File: src/rtl/cpu_mem_pkg.sv
// Types and constants shared by the CPU memory-port logic and its future
// peripheral bus controllers.
package cpu_mem_pkg;

  localparam int DEF_ADDR_W = 64;
  localparam int DEF_DATA_W = 64;

  localparam logic OWNER_IF = 1'b0;
  localparam logic OWNER_DM = 1'b1;

  typedef enum logic [1:0] {
    IDLE,
    ACCESS,
    RESP
  } state_t;

endpackage

File: src/rtl/mem_wait_counter.sv
// Loadable down-counter with a zero flag; counts fixed-latency wait cycles.
// Decrementing stops at zero, so an idle counter simply sits there.
module mem_wait_counter #(
  parameter int WIDTH = 1
) (
  input  logic             clock,
  input  logic             reset,
  input  logic             load,
  input  logic [WIDTH-1:0] load_value,
  input  logic             dec,
  output logic             zero
);

  logic [WIDTH-1:0] count;

  // NOTE: clocked state is written with <= so every register samples the
  // pre-edge values; blocking assignments here would create order races.
  always_ff @(posedge clock or posedge reset) begin
    if (reset) begin
      count <= '0;
    end else if (load) begin
      count <= load_value;
    end else if (dec && !zero) begin
      count <= count - WIDTH'(1);
    end
  end

  assign zero = (count == '0);

endmodule

File: src/rtl/mem_port_arbiter.sv
// Sequencer/arbiter for the CPU's single memory port: data requests win,
// a burst limit lets a waiting fetch in, each access runs IDLE->ACCESS->RESP.
module mem_port_arbiter
  import cpu_mem_pkg::*;
#(
  parameter int ADDR_W         = DEF_ADDR_W,
  parameter int DATA_W         = DEF_DATA_W,
  parameter int MEM_LATENCY    = 1,
  parameter int MAX_DATA_BURST = 4
) (
  input  logic              clock,
  input  logic              reset,
  input  logic              if_req,
  input  logic [ADDR_W-1:0] if_addr,
  output logic              if_ack,
  input  logic              dm_req,
  input  logic              dm_we,
  input  logic [ADDR_W-1:0] dm_addr,
  input  logic [DATA_W-1:0] dm_wdata,
  output logic              dm_ack,
  output logic [DATA_W-1:0] rdata,
  output logic              mem_en,
  output logic              mem_we,
  output logic [ADDR_W-1:0] mem_addr,
  output logic [DATA_W-1:0] mem_wdata,
  input  logic [DATA_W-1:0] mem_rdata,
  output logic              busy
);

  localparam int CNT_W    = $clog2(MEM_LATENCY + 1);
  localparam int STREAK_W = $clog2(MAX_DATA_BURST) + 1;
  localparam logic [STREAK_W-1:0] STREAK_MAX = STREAK_W'(MAX_DATA_BURST);

  state_t              state, state_next;
  logic                owner;
  logic [STREAK_W-1:0] streak, streak_next;
  logic                grant, grant_dm;
  logic                wait_done;

  mem_wait_counter #(.WIDTH(CNT_W)) u_wait (
    .clock      (clock),
    .reset      (reset),
    .load       (grant),
    .load_value (CNT_W'(MEM_LATENCY)),
    .dec        (state == ACCESS),
    .zero       (wait_done)
  );

  // NOTE: every always_comb output gets a default first, so no path through
  // the case statement can leave a value unassigned and infer a latch.
  always_comb begin
    state_next  = state;
    grant       = 1'b0;
    grant_dm    = 1'b0;
    streak_next = streak;
    case (state)
      IDLE: begin
        if (if_req || dm_req) begin
          grant      = 1'b1;
          grant_dm   = dm_req && !(if_req && streak == STREAK_MAX);
          state_next = ACCESS;
          // Only data grants that keep a fetch waiting extend the streak.
          if (grant_dm && if_req) begin
            streak_next = (streak == STREAK_MAX) ? streak : streak + STREAK_W'(1);
          end else begin
            streak_next = '0;
          end
        end
      end
      ACCESS:  if (wait_done) state_next = RESP;
      RESP:    state_next = IDLE;
      default: state_next = IDLE;
    endcase
  end

  always_ff @(posedge clock or posedge reset) begin
    if (reset) begin
      state     <= IDLE;
      owner     <= OWNER_IF;
      streak    <= '0;
      mem_en    <= 1'b0;
      mem_we    <= 1'b0;
      mem_addr  <= '0;
      mem_wdata <= '0;
      rdata     <= '0;
    end else begin
      state  <= state_next;
      streak <= streak_next;
      mem_en <= grant;
      if (grant) begin
        owner    <= grant_dm ? OWNER_DM : OWNER_IF;
        mem_addr <= grant_dm ? dm_addr : if_addr;
        mem_we   <= grant_dm && dm_we;
        if (grant_dm) mem_wdata <= dm_wdata;
      end
      // mem_we still holds the granted access type; fetches are always reads.
      if (state == ACCESS && wait_done && !mem_we) rdata <= mem_rdata;
    end
  end

  assign if_ack = (state == RESP) && (owner == OWNER_IF);
  assign dm_ack = (state == RESP) && (owner == OWNER_DM);
  assign busy   = (state != IDLE);

endmodule

File: config.mk
export PLATFORM = sky130hd
export DESIGN_NAME = mem_port_arbiter
export DESIGN_NICKNAME = d
export VERILOG_FILES = /design/src/rtl/cpu_mem_pkg.sv /design/src/rtl/mem_wait_counter.sv /design/src/rtl/mem_port_arbiter.sv
export SDC_FILE = /design/constraint.sdc
export NUM_CORES = 1
export LEC_CHECK = 0
export ABC_AREA = 0
export ABC_CLOCK_PERIOD_IN_PS = 8350
export CAP_MARGIN = 20
export CELL_PAD_IN_SITES_DETAIL_PLACEMENT = 1
export CELL_PAD_IN_SITES_GLOBAL_PLACEMENT = 2
export CORE_UTILIZATION = 24
export DETAILED_ROUTE_END_ITERATION = 6
export GPL_ROUTABILITY_DRIVEN = 0
export HOLD_SLACK_MARGIN = 0.05
export PLACE_DENSITY_LB_ADDON = 0.1
export SETUP_SLACK_MARGIN = 0.4
export SLEW_MARGIN = 10
export SYNTH_ARGS = -nofsm -noshare
export SYNTH_HDL_FRONTEND = slang
export SYNTH_SLANG_ARGS = --single-unit
File: constraint.sdc
create_clock -name clock -period 8.35 [get_ports clock]
set_input_delay 0.835 -clock clock [delete_from_list [all_inputs] [get_ports clock]]
set_output_delay 0.835 -clock clock [all_outputs]
set_load 0.02 [all_outputs]
==> key figures <==
Run status
  – Status: finished, final reports clean

Power
  – PD cells: 416 mW/mm2
  – Worst vdd ir: 0.163 mV
  – Overall Power: 5860 uW
  – Leakage power: 0.00569 uW

Synth
  – Post-synth top cells: dfrtp_1, mux2_2, o21bai_1, o221a_2, mux2_4
  – Main combinational cell family by area after synthesis: multiplexers
  – Most common cell in the netlist: dfrtp_1
  – Mapped Area: 0.00830 mm2
  – Synthesized instance count: 536
  – Register area share after synthesis: 60.6%
  – Post-synth EDFFs: 0
  – Synth Area in XOR/XNOR: 0%
  – Cell taking the most area after synthesis: dfrtp_1
  – Adder-Cell Fraction of Synth Area: 0.301%
  – Synth Flop Type: dfrtp_1
  – Complex-gate fraction of the synthesized area: 15.5%
  – Avg Cell Area, Syn: 15.5 um2
  – Mapped Nets: 799
  – Ys async rst share: 100%
  – Register bit total from synthesis: 201
  – Count of cell types in the netlist: 34
  – Yosys warnings: 0
  – Dominant cells by area after synthesis: dfrtp_1, mux2_2, o221a_2, o21bai_1, mux2_4
  – Post-synth top area share: 60.6%
  – Post-synthesis simple-gate area fraction: 1.12%
  – Multiplexer area fraction after synthesis: 18.6%

Clock tree
  – Post-CTS setup buffer count: 0
  – Clk Latency, worst-skew pair: 520 ps
  – CTS-repair resized insts: 0
  – Clk pin slew, worst setup/hold paths: 60 ps
  – Sink Count: 201
  – H-tree Lvls: 1
  – Longest Clk Path Bufs: 3
  – CTS tree: yes
  – Root Driver: clkbuf_16
  – CTS Hold Buffers Added: 0
  – Cts bufs inserted: 26

Place
  – Detailed placement HPWL: 21.6 mm
  – Placement Cell Area: 0.0132 mm2
  – I/O Buffers: 457
  – Pre-CTS WS: 5140 ps

Floorplan
  – Site row count: 67
  – Die width: 188 um
  – I/O pin total: 458
  – Initial Utilization: 24.6%
  – Core Box Area: 0.0338 mm2
  – Die Ht: 188 um
  – Die Area: 0.0353 mm2

STA
  – Rel. slew slack: 26.3%
  – Max Freq: 0.348 GHz
  – Total negative slack: 0 ps
  – Post-layout min period: 2880 ps
  – Period utilisation layout: 34.4%
  – RSZ-0062 raised after global routing: no
  – Fin worst setup slack: 5470 ps
  – Final count of pins violating max slew: 0
  – Hold Fails Final Rpt: 0
  – Final hold slack: 502 ps
  – Setup violators final: 0
  – Worst Skew: 9.29 ps
  – Tightest Pin Transition: 1110 ps

Global routing
  – Antenna violations before repair: 1
  – Gr ovfl total: 0
  – Vias in the first global route: 7,144
  – Total GRT Usage: 17.0%
  – Largest net degree at the start of global routing: 76
  – First-pass GRT wire length: 45.8 mm

Worst setup path
  – R2r worst-path depth: 3
  – Worst r2r src: state[0]$_DFFE_PP0P_
  – R2R setup slack: 5970 ps
  – CP required: 7520 ps
  – CP endpoint kind: primary output
  – Worst setup SP type: flip-flop
  – Arrival time at the worst endpoint: 2040 ps
  – CP startpoint: state[0]$_DFFE_PP0P_
  – Crit-path max FO: 7
  – Setup crit end: busy
  – Reg-to-reg endpoint: mem_wdata[27]$_DFFE_PP0P_
  – WS Path Type: flip-flop to primary output

Hold path
  – Hold Path Depth: 1
  – Hold Crit Class: flip-flop to flip-flop

Finish
  – Area grow syn2layout: 69.9%
  – Area occupied by multi-input gates: 0.00297 mm2
  – Sequential cell area: 0.00503 mm2
  – Fill cell count: 3,500
  – Share of layout cells above drive strength 1: 24.5%
  – Layout Nets: 1,249
  – Post-Layout Inst Area: 0.0141 mm2

Routing
  – DRC: 0
  – Wire length on met3: 3.13 mm
  – Routed WL per cell: 20.9 um
  – Total wire length: 30.4 mm
  – DR iter-0 viols: 221
  – Routed wl met2: 14.8 mm
  – Vias per std cell: 4.47
  – Wl on met1: 12.0 mm
  – Via Count: 6,502
  – 1st-pass router iterations: 4
  – Final antenna-violating net count: 0
  – Max layer used: met4

Run
  – Max_cap viols: 0
[how the worst min path moves through the flow]
stage,start,to
floorplan,owner$_DFFE_PP0P_,owner$_DFFE_PP0P_
global placement,owner$_DFFE_PP0P_,owner$_DFFE_PP0P_
detailed placement,mem_wdata[46]$_DFFE_PP0P_,mem_wdata[46]$_DFFE_PP0P_
CTS,owner$_DFFE_PP0P_,owner$_DFFE_PP0P_
global route,rdata[4]$_DFFE_PP0P_,rdata[4]$_DFFE_PP0P_
finish,rdata[29]$_DFFE_PP0P_,rdata[29]$_DFFE_PP0P_
[critical path, cell delays in order, from the launching register on]
cell             delay (ps)
dfrtp_1                 410
nor2_2                  390
inv_2                   140
clkdlybuf4s50_1         570
[cell usage in the layout (no fill, tap or decap), drive strengths merged]
| cell | Yosys | final |
|---|---|---|
| nand3 | 2 | 2 |
| o221a | 63 | 63 |
| o211ai | 2 | 2 |
| nand2 | 2 | 2 |
| a21o | 1 | 1 |
| clkinv | 0 | 4 |
| nor3b | 1 | 1 |
| a22o | 2 | 2 |
| a32o | 2 | 2 |
| inv | 9 | 10 |
| diode | 0 | 1 |
| ha | 2 | 2 |
| o31ai | 1 | 1 |
| nand2b | 1 | 1 |
| clkdlybuf4s50 | 0 | 457 |
| o21bai | 63 | 63 |
| buf | 31 | 7 |
| clkbuf | 11 | 40 |
| and3b | 1 | 1 |
| mux2 | 128 | 128 |
| nor3 | 1 | 1 |
| clkinvlp | 0 | 1 |
| o2111ai | 1 | 1 |
| and3 | 1 | 1 |
| and2 | 1 | 1 |
| dfrtp | 201 | 201 |
| nor2b | 1 | 1 |
| bufinv | 0 | 2 |
| nor2 | 4 | 4 |
| o21ai | 4 | 4 |
[final cells by class]
type / count / share of cell area (%)
inverters: 9 / 0.293
diodes: 1 / 0.0177
multi-input cells: 284 / 21.1
clock buffers: 40 / 5.49
repair buffers: 464 / 32.8
clock inverters: 8 / 0.701
flip-flops and latches: 201 / 35.7
well taps: 448 / 3.97
[metal layers]
metal,up-vias,global-route usage (%)
li1,2924,-
met2,294,29.0
met1,3251,19.8
met5,-,0
met3,33,6.98
met4,0,3.66
[where the power goes]
group | leakage, uW | switching, uW | internal [uW] | total [uW]
sequential | 0.00231 | 258 | 1470 | 1730
combinational | 0.00295 | 1400 | 1600 | 3000
clock | 0.000428 | 438 | 700 | 1140
total | 0.00569 | 2100 | 3770 | 5860
[cells by family after synthesis]
kind of cell,Yosys count
AO/OA/AOI/OAI,139
adder cells (fa/ha/maj),2
buffers and inverters,51
flip-flops,201
multiplexers,128
AND/OR/NAND/NOR,15
[stage by stage]
stage | utilization (%) | cells
CTS | 41.7 | 1454
global placement | 39.2 | 1406
detailed placement | 39.2 | 1406
global route | 41.8 | 1455
finish | 41.8 | 1455
floorplan | - | 536
[sequential cells by signal (all words and copies together), names as in the netlist]
name,flops
mem_en,1
state,2
owner,1
mem_addr,64
streak,3
u_wait.count,1
mem_we,1
mem_wdata,64
rdata,64
Power figures use the tool's default switching activity.
